[config.mk]
export PLATFORM = sky130hd
export DESIGN_NAME = prog_minterm_lut
export DESIGN_NICKNAME = d
export VERILOG_FILES = /design/src/rtl/prog_minterm_lut.sv
export SDC_FILE = /design/constraint.sdc
export NUM_CORES = 1
export LEC_CHECK = 0
export BUFFER_PORTS_ARGS = -buffer_cell sky130_fd_sc_hd__buf_2
export CAP_MARGIN = 15
export CORE_UTILIZATION = 40
export DETAILED_ROUTE_END_ITERATION = 7
export SYNTH_ARGS = -nofsm -noshare
export SYNTH_HDL_FRONTEND = slang
export SYNTH_SLANG_ARGS = --single-unit
[constraint.sdc]
create_clock -name clk -period 4.6 [get_ports clk]
set_clock_uncertainty 0.2 [all_clocks]
set_input_delay 0.92 -clock clk [delete_from_list [all_inputs] [get_ports clk]]
set_output_delay 0.92 -clock clk [all_outputs]
set_load 0.005 [all_outputs]
[src/rtl/prog_minterm_lut.sv]
// prog_minterm_lut: pipelined sum-of-minterms evaluator with a serially loaded,
// atomically committed truth table. Evaluation always reads the active table
// while a new one is shifted into the shadow copy.
module prog_minterm_lut #(
   parameter int N_IN = 3,
   parameter int N_OUT = 2,
   parameter logic [N_OUT*(2**N_IN)-1:0] RESET_TABLE = 16'hC028
) (
   input  logic            clk,
   input  logic            rst_n,
   input  logic            in_valid,
   input  logic [N_IN-1:0] in_vec,
   output logic            out_valid,
   output logic [N_OUT-1:0] f,
   input  logic            cfg_start,
   input  logic            cfg_valid,
   input  logic            cfg_bit,
   output logic            cfg_ready,
   output logic            cfg_done,
   output logic            cfg_err
);

   localparam int MINTERMS   = 2**N_IN;
   localparam int TABLE_BITS = N_OUT*MINTERMS;
   localparam int CNT_W      = $clog2(TABLE_BITS+1);
   localparam logic [CNT_W-1:0] LAST_IDX = CNT_W'(TABLE_BITS-1);
   localparam logic [CNT_W-1:0] CNT_ONE  = CNT_W'(1);
   localparam logic [MINTERMS-1:0] ONEHOT_LSB = MINTERMS'(1);

   typedef enum logic [1:0] {
      IDLE   = 2'd0,
      SHIFT  = 2'd1,
      COMMIT = 2'd2
   } cfg_state_t;

   cfg_state_t state;
   cfg_state_t state_next;

   logic [CNT_W-1:0]      count;
   logic [TABLE_BITS-1:0] shadow;
   logic [TABLE_BITS-1:0] active;

   logic accept;
   logic abort;
   logic clear;
   logic commit;

   logic [MINTERMS-1:0] onehot_next;
   logic [MINTERMS-1:0] onehot1;
   logic                v1;
   logic [N_OUT-1:0]    f_next;

   // Config state register
   always_ff @(posedge clk or negedge rst_n) begin
      if (!rst_n) begin
         state <= IDLE;
      end else begin
         state <= state_next;
      end
   end

   // Config next-state and strobes; cfg_start beats a same-cycle cfg_valid in SHIFT
   always_comb begin
      state_next = state;
      cfg_ready  = 1'b0;
      cfg_done   = 1'b0;
      accept     = 1'b0;
      abort      = 1'b0;
      clear      = 1'b0;
      commit     = 1'b0;
      unique case (state)
         IDLE: begin
            if (cfg_start) begin
               clear      = 1'b1;
               state_next = SHIFT;
            end
         end
         SHIFT: begin
            cfg_ready = 1'b1;
            if (cfg_start) begin
               abort = 1'b1;
               clear = 1'b1;
            end else if (cfg_valid) begin
               accept = 1'b1;
               if (count == LAST_IDX) begin
                  state_next = COMMIT;
               end
            end
         end
         COMMIT: begin
            cfg_done   = 1'b1;
            commit     = 1'b1;
            state_next = IDLE;
         end
         default: begin
            state_next = IDLE;
         end
      endcase
   end

   // Bit counter for the serial load
   always_ff @(posedge clk or negedge rst_n) begin
      if (!rst_n) begin
         count <= '0;
      end else if (clear) begin
         count <= '0;
      end else if (accept) begin
         count <= count + CNT_ONE;
      end
   end

   // Shadow table: accepted bits land at the current counter position
   always_ff @(posedge clk or negedge rst_n) begin
      if (!rst_n) begin
         shadow <= RESET_TABLE;
      end else if (accept) begin
         for (int i = 0; i < TABLE_BITS; i++) begin
            if (count == CNT_W'(i)) begin
               shadow[i] <= cfg_bit;
            end
         end
      end
   end

   // Active table: whole shadow copied in one edge so no output sees a mix
   always_ff @(posedge clk or negedge rst_n) begin
      if (!rst_n) begin
         active <= RESET_TABLE;
      end else if (commit) begin
         active <= shadow;
      end
   end

   // Abort pulse appears the cycle after the restarting cfg_start
   always_ff @(posedge clk or negedge rst_n) begin
      if (!rst_n) begin
         cfg_err <= 1'b0;
      end else begin
         cfg_err <= abort;
      end
   end

   // Minterm decode of the incoming select vector
   always_comb begin
      onehot_next = ONEHOT_LSB << in_vec;
   end

   // Stage 1: capture decoded minterm
   always_ff @(posedge clk or negedge rst_n) begin
      if (!rst_n) begin
         v1      <= 1'b0;
         onehot1 <= '0;
      end else begin
         v1 <= in_valid;
         if (in_valid) begin
            onehot1 <= onehot_next;
         end
      end
   end

   // Each output is the OR of its enabled minterms in the active table
   always_comb begin
      f_next = '0;
      for (int o = 0; o < N_OUT; o++) begin
         f_next[o] = |(onehot1 & active[o*MINTERMS +: MINTERMS]);
      end
   end

   // Stage 2: register results; f holds through bubbles
   always_ff @(posedge clk or negedge rst_n) begin
      if (!rst_n) begin
         out_valid <= 1'b0;
         f         <= '0;
      end else begin
         out_valid <= v1;
         if (v1) begin
            f <= f_next;
         end
      end
   end

endmodule
==> summary.md, run 1 <==
| Metric | Value |
|---|---|
| I/O Buffers | `14` |
| DRT Pass-1 Iters | `4` |
| Largest net degree at the start of global routing | `43` |
| Critical Path Fanout Max | `17` |
| Synth async-reset ratio | `1.00` |
| Clk root buf | `clkbuf_8` |
| Max Fclk | `411 MHz` |
| Die Y | `78.3 um` |
| Syn Inst Count | `181` |
| Post-synthesis cell area | `2330 um^2` |
| Antenna viol nets, final | `0` |
| Worst R2R Start | `state[1]$_DFFE_PN0P_` |
| P&R area growth vs syn | `8.82%` |
| Initial drt markers | `74` |
| First-pass GRT wire length | `7.11 mm` |
| Die area | `6120 um^2` |
| Maxcap violations | `0` |
| Top cells by count, synth | `dfrtp_1 (44), mux2_2 (25), nand3_1 (14), inv_1 (12), dfstp_2 (8)` |
| Initial Util | `0.420` |
| Worst VDD drop | `0.183 mV` |
| R2R Setup Slk | `2.64 ns` |
| Post-CTS sizing | `0` |
| CP Class | `flip-flop to output port` |
| Startpoint types | `flip-flop` |
| TritonCTS clock tree | `yes` |
| DP HPWL | `2.95 mm` |
| Detailed Route WL | `4.03 mm` |
| Routed metal-1 wirelength | `2.01 mm` |
| Remaining global-route overflow | `0` |
| Min-delay src | `v1$_DFF_PN0_` |
| Clk sinks | `52` |
| Vias per inst | `5.32` |
| Total Power | `0.816 mW` |
| RSZ-0062 raised after global routing | `false` |
| Most frequent cell after synthesis | `dfrtp_1` |
| Initial antenna violation count | `0` |
| Post-synth EDFFs | `0` |
| Register bit total from synthesis | `52` |
| CTS Hold Buffers Added | `0` |
| Post-synth cell types | `35` |
| Metal3 WL | `100 um` |
| Ys flop type | `dfrtp_1` |
| Final worst slack | `2.17 ns` |
| Syn_area_per_cell | `12.9 um^2` |
| Vias in the first global route | `1,452` |
| Post-synthesis net count | `195` |
| Worst Setup End Kind | `output port` |
| Ranking of synthesized cells by area | `dfrtp_1 (47%), mux2_2 (12%), dfstp_2 (9.0%), mux2_4 (4.5%), nand3_1 (3.0%)` |
| Crit path time final | `2.43 ns` |
| Worst reg2reg path depth | `3` |
| Htree depth | `2` |
| Leak pwr | `1.16 nW` |
| Core Region | `5540 um^2` |
| Vias | `1,430` |
| WP data required | `3.48 ns` |
| Setup TNS | `0 ns` |
| Number of setup buffers added after CTS | `0` |
| Slew @ Worst Pin | `0.581 ns` |
| Share of layout cells above drive strength 1 | `0.340` |
| Outcome | `finished clean` |
| Slew HR | `0.612` |
| Hold endpoint | `out_valid$_DFF_PN0_` |
| Yosys warns | `0` |
| Final Max Tran Viols | `0` |
| Pwr dens | `322 nW/um^2` |
| DR top layer | `met4` |
| DRC errors left | `0` |
| Wirelength per Cell | `15.0 um` |
| Number of I/O pins | `15` |
| WHS | `0.250 ns` |
| Rows | `27` |
| Final core utilization | `0.457` |
| GRT Overall Usage | `0.150` |
| Finish-stage setup viols | `0` |
| Number of CTS-inserted buffers | `5` |
| Crit path DAT | `1.31 ns` |
| GPL Wtd Cong | `0.824` |
| Area leader, netlist | `dfrtp_1` |
| Total inserted antenna cells | `0` |
| Worst hold path depth | `0` |
| Hold Crit Class | `flip-flop to flip-flop` |
| Clock buffer depth | `2` |
| Wire length on met2 | `1.89 mm` |
| Final worst path period share | `0.529` |
| R2r endpoint | `shadow[11]$_DFFE_PN0P_` |
| Synth top area share | `0.473` |
| Pre-CTS setup slack | `2.05 ns` |
| Fin. Hold Viols | `0` |
| Clock network latency to the later pin of the worst-skew pair | `0.30 ns` |
| Die W | `78.3 um` |
| Final Net Count | `210` |
| Worst-path clk slew | `0.09 ns` |
| Register area share after synthesis | `0.564` |
## sequential cells by signal, summed over array words and instances (netlist names)
register	count
active	16
shadow	16
onehot1	8
count	5
f	2
state	2
cfg_err	1
out_valid	1
v1	1
## cells by family after synthesis
group,Yosys count,synth area share
adder cells (fa/ha/maj),5,0.0269
multiplexers,32,0.166
buffers and inverters,20,0.0446
AO/OA/AOI/OAI,26,0.0775
flip-flops,52,0.564
AND/OR/NAND/NOR,46,0.121
## area by class of cell
cell class	count	area [um^2]
clock buffer	6	72.6
clock inverter	2	16.3
tap	72	90.1
sequential	52	1310
timing repair buffer	16	85.1
fill	526	3010
multi-input combinational	109	911
inverter	12	45.0
## power by group
part / leakage, nW / internal [mW] / switching, mW
clock: 0.0414 / 0.108 / 0.147
combinational: 0.451 / 0.0298 / 0.0346
sequential: 0.671 / 0.480 / 0.0161
total: 1.16 / 0.618 / 0.197
## metrics by stage
step | cells | area [um^2]
after floorplan | 181 | 2330
after global placement | 261 | 2440
after detailed placement | 261 | 2440
after CTS | 269 | 2530
after global routing | 269 | 2530
final | 269 | 2530
## routing by layer
metal | global-route usage | vias up
met5 | 0 | -
met4 | 0.0444 | 0
met3 | 0.0279 | 5
met2 | 0.228 | 22
met1 | 0.217 | 729
li1 | - | 674
## worst max-delay path, stage by stage (launching register included)
cell	delay [ns]
dfrtp_1	0.45
nor2b_1	0.16
buf_4	0.25
buf_2	0.15
## layout by cell type (no fill, tap or decap), types with 5 or more instances in the layout
cell type	netlist	routed
o22ai_1	6	6
inv_1	12	12
dfrtp_1	44	44
ha_1	5	5
nand3_1	14	14
buf_2	1	14
and2b_1	7	7
mux2_2	25	25
clkbuf_8	0	5
dfstp_2	8	8
mux2_4	7	7
## worst max path at each step
| stage | start | end | slack (ns) | cells past startpoint |
|---|---|---|---|---|
| global route | state[1]$_DFFE_PN0P_ | cfg_done | 2.07 | 3 |
| floorplan | cfg_start | shadow[0]$_DFFE_PN0P_ | 2.49 | 5 |
| CTS | state[1]$_DFFE_PN0P_ | cfg_done | 2.13 | 3 |
| global placement | cfg_start | shadow[15]$_DFFE_PN1P_ | 2.10 | 4 |
| detailed placement | cfg_start | shadow[15]$_DFFE_PN1P_ | 2.05 | 4 |
| finish | state[1]$_DFFE_PN0P_ | cfg_done | 2.17 | 3 |
Note: power is estimated with default switching activity, not from simulation.
==> inputs of run 2 (changes only) <==
==> constraint.sdc (replaced) <==
create_clock -name clk -period 2.2 [get_ports clk]
set_clock_uncertainty 0.2 [all_clocks]
set_input_delay 0.44 -clock clk [delete_from_list [all_inputs] [get_ports clk]]
set_output_delay 0.44 -clock clk [all_outputs]
set_load 0.005 [all_outputs]
==> summary.md, run 2 (synthesis gave the netlist of run 1 again) <==
| Metric | Value |
|---|---|
| CP Class | `flip-flop to output port` |
| Clk sinks | `52` |
| Largest net degree at the start of global routing | `24` |
| Fillers | `535` |
| Remaining global-route overflow | `0` |
| Final core utilization | `0.464` |
| Met2 usage | `0.254` |
| Leak pwr | `1.18 nW` |
| Total inserted antenna cells | `0` |
| Most Crowded Layer GR | `met2` |
| Commonest non-fill, non-tap cell in the layout | `dfrtp_1` |
| Worst-path clk slew | `0.10 ns` |
| Hold Crit Class | `input port to flip-flop` |
| Detailed Route WL | `4.23 mm` |
| Critical Path Fanout Max | `17` |
| R2R Setup Slk | `0.29 ns` |
| First-pass GRT wire length | `7.48 mm` |
| Die W | `78.3 um` |
| R2r endpoint | `shadow[0]$_DFFE_PN0P_` |
| Antenna viol nets, final | `0` |
| Number of CTS-inserted buffers | `5` |
| Number of setup buffers added after CTS | `0` |
| GR Layer Usage met3 | `0.0349` |
| TritonCTS clock tree | `yes` |
| I/O Buffers | `14` |
| Sw frac | `0.248` |
| Clock network latency to the later pin of the worst-skew pair | `0.30 ns` |
| Worst hold path depth | `1` |
| Outcome | `finished clean` |
| DRT Pass-1 Iters | `4` |
| CP Cell Sequence | `nor2b_1 > buf_4 > buf_2` |
| Registers with the most flip-flops | `active: 16 flops, shadow: 16 flops, onehot1: 8 flops` |
| Startpoint types | `flip-flop` |
| Clk root buf | `clkbuf_8` |
| Worst Setup End Kind | `output port` |
| Final worst path period share | `0.878` |
| Max Fclk | `518 MHz` |
| Slew @ Worst Pin | `0.527 ns` |
| Crit path time final | `1.93 ns` |
| GRT Overall Usage | `0.158` |
| WP data required | `1.56 ns` |
| Initial Util | `0.420` |
| Hold endpoint | `v1$_DFF_PN0_` |
| Met1 Track Usage GR | `0.216` |
| WP buf/inv | `2` |
| Most frequent cells in the layout | `dfrtp_1 (44), mux2_2 (25), nand3_1 (14), buf_2 (14), inv_1 (12)` |
| Worst reg2reg path depth | `3` |
| Share of layout cells above drive strength 1 | `0.350` |
| Max stage delay on crit path | `0.44 ns` |
| Maxcap violations | `0` |
| Number of I/O pins | `15` |
| Initial antenna violation count | `0` |
| Top delay family on crit path | `flip-flops` |
| Switching pwr | `0.429 mW` |
| Rows | `27` |
| Comb pwr share | `0.084` |
| Clock share of power | `0.315` |
| P&R area growth vs syn | `10.5%` |
| Slew HR | `0.648` |
| Critical-path top delay cell | `dfrtp_1` |
| Crit path DAT | `1.29 ns` |
| Min-delay src | `in_valid` |
| Wirelength per Cell | `15.6 um` |
| Core Region | `5540 um^2` |
| Vias | `1,443` |
| Internal power | `1.30 mW` |
| DP HPWL | `3.12 mm` |
| Worst R2R Start | `state[1]$_DFFE_PN0P_` |
| Die area | `6120 um^2` |
| Final Net Count | `213` |
| Initial drt markers | `47` |
| Worst VDD drop | `0.367 mV` |
| Fin. Hold Viols | `0` |
| Setup crit start | `state[1]$_DFFE_PN0P_` |
| Die Y | `78.3 um` |
| Vias per inst | `5.31` |
| Htree depth | `2` |
| GPL Wtd Cong | `0.762` |
| Sequential Power Share | `0.601` |
| RSZ-0062 raised after global routing | `false` |
| Final Max Tran Viols | `0` |
| Setup TNS | `0 ns` |
| Pwr dens | `672 nW/um^2` |
| CP Depth | `3` |
| Finish-stage setup viols | `0` |
| DRC errors left | `0` |
| Vias in the first global route | `1,506` |
| Clock buffer depth | `2` |
-- run 2: cell types whose count changed in the layout (fill, tap and decap cells not counted), sizes merged --
cell         change
buf              +2
dlygate4sd3      +1
clkbuf           -1
inv              +1
-- run 2: what timing repair did --
action / 4_1_cts / 5_1_grt
hold endpoints to repair: 16 / 0
hold buffers: 1 / 0
resized for setup: 0 / 0
-- run 2: worst max path at each step --
stage | endpoint | slack, ns
after global placement | shadow[15]$_DFFE_PN1P_ | 0.22
after floorplan | shadow[0]$_DFFE_PN0P_ | 0.57
after global routing | shadow[0]$_DFFE_PN0P_ | 0.19
final | cfg_done | 0.27
after CTS | cfg_done | 0.24
after detailed placement | shadow[0]$_DFFE_PN0P_ | 0.18
-- run 2: metrics by stage --
| stage | total power [mW] | cell area, um^2 | hold WS, ns | cells | worst slack, ns |
|---|---|---|---|---|---|
| floorplan | 1.14 | 2330 | -0.0556 | 181 | 0.567 |
| global placement | 1.19 | 2470 | 0.232 | 263 | 0.222 |
| detailed placement | 1.20 | 2470 | 0.234 | 263 | 0.183 |
| CTS | 1.75 | 2570 | 0.136 | 272 | 0.245 |
| global route | 1.81 | 2570 | 0.143 | 272 | 0.186 |
| finish | 1.73 | 2570 | 0.153 | 272 | 0.269 |
-- run 2: area by class of cell --
cell class              count  area (um^2)  area share
flip-flops and latches     52         1310       0.510
multi-input cells         109          911       0.354
repair buffers             19          123      0.0477
well taps                  72         90.1      0.0351
clock buffers               5         68.8      0.0268
inverters                  12         45.0      0.0175
clock inverters             3         21.3     0.00828
-- run 2: power groups by stage --
stage | Combinational, mW | Sequential, mW | Clock [mW]
global placement | 0.137 | 1.05 | 0
detailed placement | 0.145 | 1.05 | 0
CTS | 0.147 | 1.04 | 0.567
global route | 0.165 | 1.04 | 0.603
finish | 0.145 | 1.04 | 0.545
floorplan | 0.0933 | 1.04 | 0
-- run 2: worst register-to-register path, stage by stage (launching register included) --
cell      delay [ns]
dfrtp_1         0.44
and4bb_1        0.62
nand3_1         0.20
mux2_4          0.34
-- run 2: per-layer routing --
metal,part of all wire,vias up
met4,0.010,0
met3,0.029,5
li1,-,679
met2,0.49,21
met1,0.48,738
met5,0,-
==> inputs of run 3 (changes only) <==
--- a/config.mk
+++ b/config.mk
@@ -5,10 +5,12 @@
 export SDC_FILE = /design/constraint.sdc
 export NUM_CORES = 1
 export LEC_CHECK = 0
+export ABC_AREA = 1
 export BUFFER_PORTS_ARGS = -buffer_cell sky130_fd_sc_hd__buf_2
 export CAP_MARGIN = 15
 export CORE_UTILIZATION = 40
 export DETAILED_ROUTE_END_ITERATION = 7
+export REMOVE_ABC_BUFFERS = 1
 export SYNTH_ARGS = -nofsm -noshare
 export SYNTH_HDL_FRONTEND = slang
 export SYNTH_SLANG_ARGS = --single-unit
==> summary.md, run 3 <==
| Metric | Value |
|---|---|
| Post-synth cell types | `22` |
| Crit path time final | `1.86 ns` |
| Final Net Count | `326` |
| Outcome | `finished clean` |
| Critical-path top delay cell | `dfrtp_1` |
| Clock buffer depth | `2` |
| Total inserted antenna cells | `0` |
| Setup TNS | `0 ns` |
| Synth top area share | `0.449` |
| Crit path DAT | `1.22 ns` |
| DP HPWL | `3.05 mm` |
| Wirelength per Cell | `11.4 um` |
| Most frequent cell after synthesis | `nand2_1` |
| Clk root buf | `clkbuf_8` |
| RSZ-0062 raised after global routing | `false` |
| Remaining global-route overflow | `0` |
| Max Fclk | `536 MHz` |
| Max stage delay on crit path | `0.42 ns` |
| Die Y | `80.3 um` |
| Register area share after synthesis | `0.534` |
| Post-synthesis cell area | `2450 um^2` |
| Syn_area_per_cell | `8.27 um^2` |
| Finish-stage setup viols | `0` |
| Initial Util | `0.415` |
| Top cells by count, synth | `nand2_1 (139), dfrtp_1 (44), inv_1 (27), nand3_1 (18), nand4_1 (16)` |
| Worst-path clk slew | `0.09 ns` |
| Initial antenna violation count | `0` |
| Simple-Gate Fraction of Synth Area | `0.339` |
| Post-synth EDFFs | `0` |
| Clock network latency to the later pin of the worst-skew pair | `0.31 ns` |
| Htree depth | `2` |
| Final Max Tran Viols | `0` |
| Die W | `80.3 um` |
| Leak pwr | `1.46 nW` |
| Slew HR | `0.634` |
| Antenna viol nets, final | `0` |
| CP Class | `flip-flop to output port` |
| Vias | `1,798` |
| Startpoint types | `flip-flop` |
| Slew @ Worst Pin | `0.547 ns` |
| Area leader, netlist | `dfrtp_1` |
| DRC errors left | `0` |
| Post-synthesis mux area share | `0` |
| Yosys warns | `0` |
| Pwr dens | `676 nW/um^2` |
| First-pass GRT wire length | `7.98 mm` |
| Synth async-reset ratio | `1.00` |
| Post-CTS sizing | `0` |
| WHS | `0.160 ns` |
| CP Cell Sequence | `inv_1 > nand2_2 > inv_2 > buf_2` |
| DRT Pass-1 Iters | `4` |
| Ys flop type | `dfrtp_1` |
| Syn Inst Count | `297` |
| Post-Synth XOR/XNOR Area | `0.00357` |
| Main combinational cell family by area after synthesis | `simple AND/OR/NAND/NOR gates` |
| Number of I/O pins | `15` |
| Synth Area in Compound Gates | `0.0204` |
| TritonCTS clock tree | `yes` |
| Initial drt markers | `113` |
| Commonest non-fill, non-tap cell in the layout | `nand2_1` |
| Share of layout cells above drive strength 1 | `0.134` |
| Clk sinks | `52` |
| GPL Wtd Cong | `0.727` |
| Die area | `6450 um^2` |
| Synth Area in Adders | `0.0255` |
| GRT Overall Usage | `0.162` |
| Detailed Route WL | `4.41 mm` |
| Worst VDD drop | `0.353 mV` |
| Final worst path period share | `0.848` |
| I/O Buffers | `14` |
| Vias in the first global route | `1,750` |
| Ranking of synthesized cells by area | `dfrtp_1 (45%), nand2_1 (21%), dfstp_2 (8.6%), inv_1 (4.1%), nand4_1 (4.1%)` |
| Vias per inst | `4.63` |
| Worst Setup End Kind | `output port` |
| Number of CTS-inserted buffers | `5` |
| Hold Crit Class | `input port to flip-flop` |
| Maxcap violations | `0` |
| Fin. Hold Viols | `0` |
| Final Instance Area | `2690 um^2` |
| Core Region | `5920 um^2` |
| WP buf/inv | `3` |
| Most frequent cells in the layout | `nand2_1 (139), dfrtp_1 (44), inv_1 (27)` |
| Largest net degree at the start of global routing | `53` |
| Register bit total from synthesis | `52` |
| Registers with the most flip-flops | `active: 16 flops, shadow: 16 flops, onehot1: 8 flops` |
| Rows | `28` |
| Top delay family on crit path | `buffers and inverters` |
| Placed cell areas | `2570 um^2` |
| Total Power | `1.82 mW` |
| WP data required | `1.56 ns` |
| P&R area growth vs syn | `9.43%` |
| Critical Path Fanout Max | `17` |
run 3: cell types whose count changed after synthesis, moves of 7 or more:
cell / change
nand2_1: +135
mux2_2: -25
inv_1: +15
nand4_1: +13
and2b_1: -7
mux2_4: -7
nor2_1: +7
run 3: repair_timing:
action | 4_1_cts | 5_1_grt
buffers inserted | 0 | 0
endpoints found under the hold margin | 44 | 0
hold buffers | 1 | 0
run 3: cells by family after synthesis:
family / count (synthesis)
AOI/OAI and AO/OA: 8
xor gates and xnor gates: 1
adders and majority gates: 5
buffers and inverters: 39
DFF: 52
and+or+nand+nor: 192
run 3: worst paths after layout:
check                                           from                      to  slack, ns  cells after the start
max in group asynchronous                      rst_n   shadow[5]$_DFFE_PN1P_       1.06                      3
min in group asynchronous                      rst_n        f[1]$_DFFE_PN0P_       0.45                      3
worst min-delay path                        in_valid            v1$_DFF_PN0_       0.16                      1
worst max register to register  count[0]$_DFFE_PN0P_  shadow[10]$_DFFE_PN0P_       0.49                      7
worst min register to register          v1$_DFF_PN0_     out_valid$_DFF_PN0_       0.23                      0
worst max-delay path            state[0]$_DFFE_PN0P_                cfg_done       0.34                      4
run 3: area by class of cell:
cell class | count | area (um^2)
clock inverter | 2 | 35.0
timing repair buffer | 17 | 108
sequential | 52 | 1310
multi-input combinational | 206 | 953
clock buffer | 6 | 72.6
fill | 610 | 3230
tap | 75 | 93.8
inverter | 30 | 113
run 3: routing by layer:
| layer | part of all wire | wire (um) | track usage | vias to the layer above |
|---|---|---|---|---|
| met2 | 0.43 | 1870 | 0.251 | 27 |
| met5 | 0 | 0 | 0 | - |
| met4 | 0.018 | 81 | 0.0696 | 0 |
| met1 | 0.53 | 2320 | 0.220 | 800 |
| met3 | 0.029 | 128 | 0.0307 | 8 |
| li1 | - | - | - | 963 |
run 3: metrics by stage:
| stage | instances | setup slack [ns] | utilization |
|---|---|---|---|
| finish | 388 | 0.335 | 0.454 |
| global route | 388 | 0.251 | 0.454 |
| CTS | 388 | 0.312 | 0.454 |
| detailed placement | 379 | 0.497 | 0.434 |
| global placement | 379 | 0.503 | 0.434 |
| floorplan | 288 | 0.707 | - |
run 3: power breakdown:
part | leakage, nW | switching (mW) | internal, mW
clock network | 0.0552 | 0.309 | 0.338
logic | 0.731 | 0.0949 | 0.0415
registers | 0.675 | 0.0339 | 0.999
total | 1.46 | 0.438 | 1.38
run 3: worst register-to-register path, stage by stage, from the launching register on:
cell and delay, ns:
dfrtp_1 0.44, inv_1 0.12, ha_1 0.15, inv_1 0.04, nor2_1 0.40, nand3_1 0.14
nand2_1 0.08, nand2_1 0.04
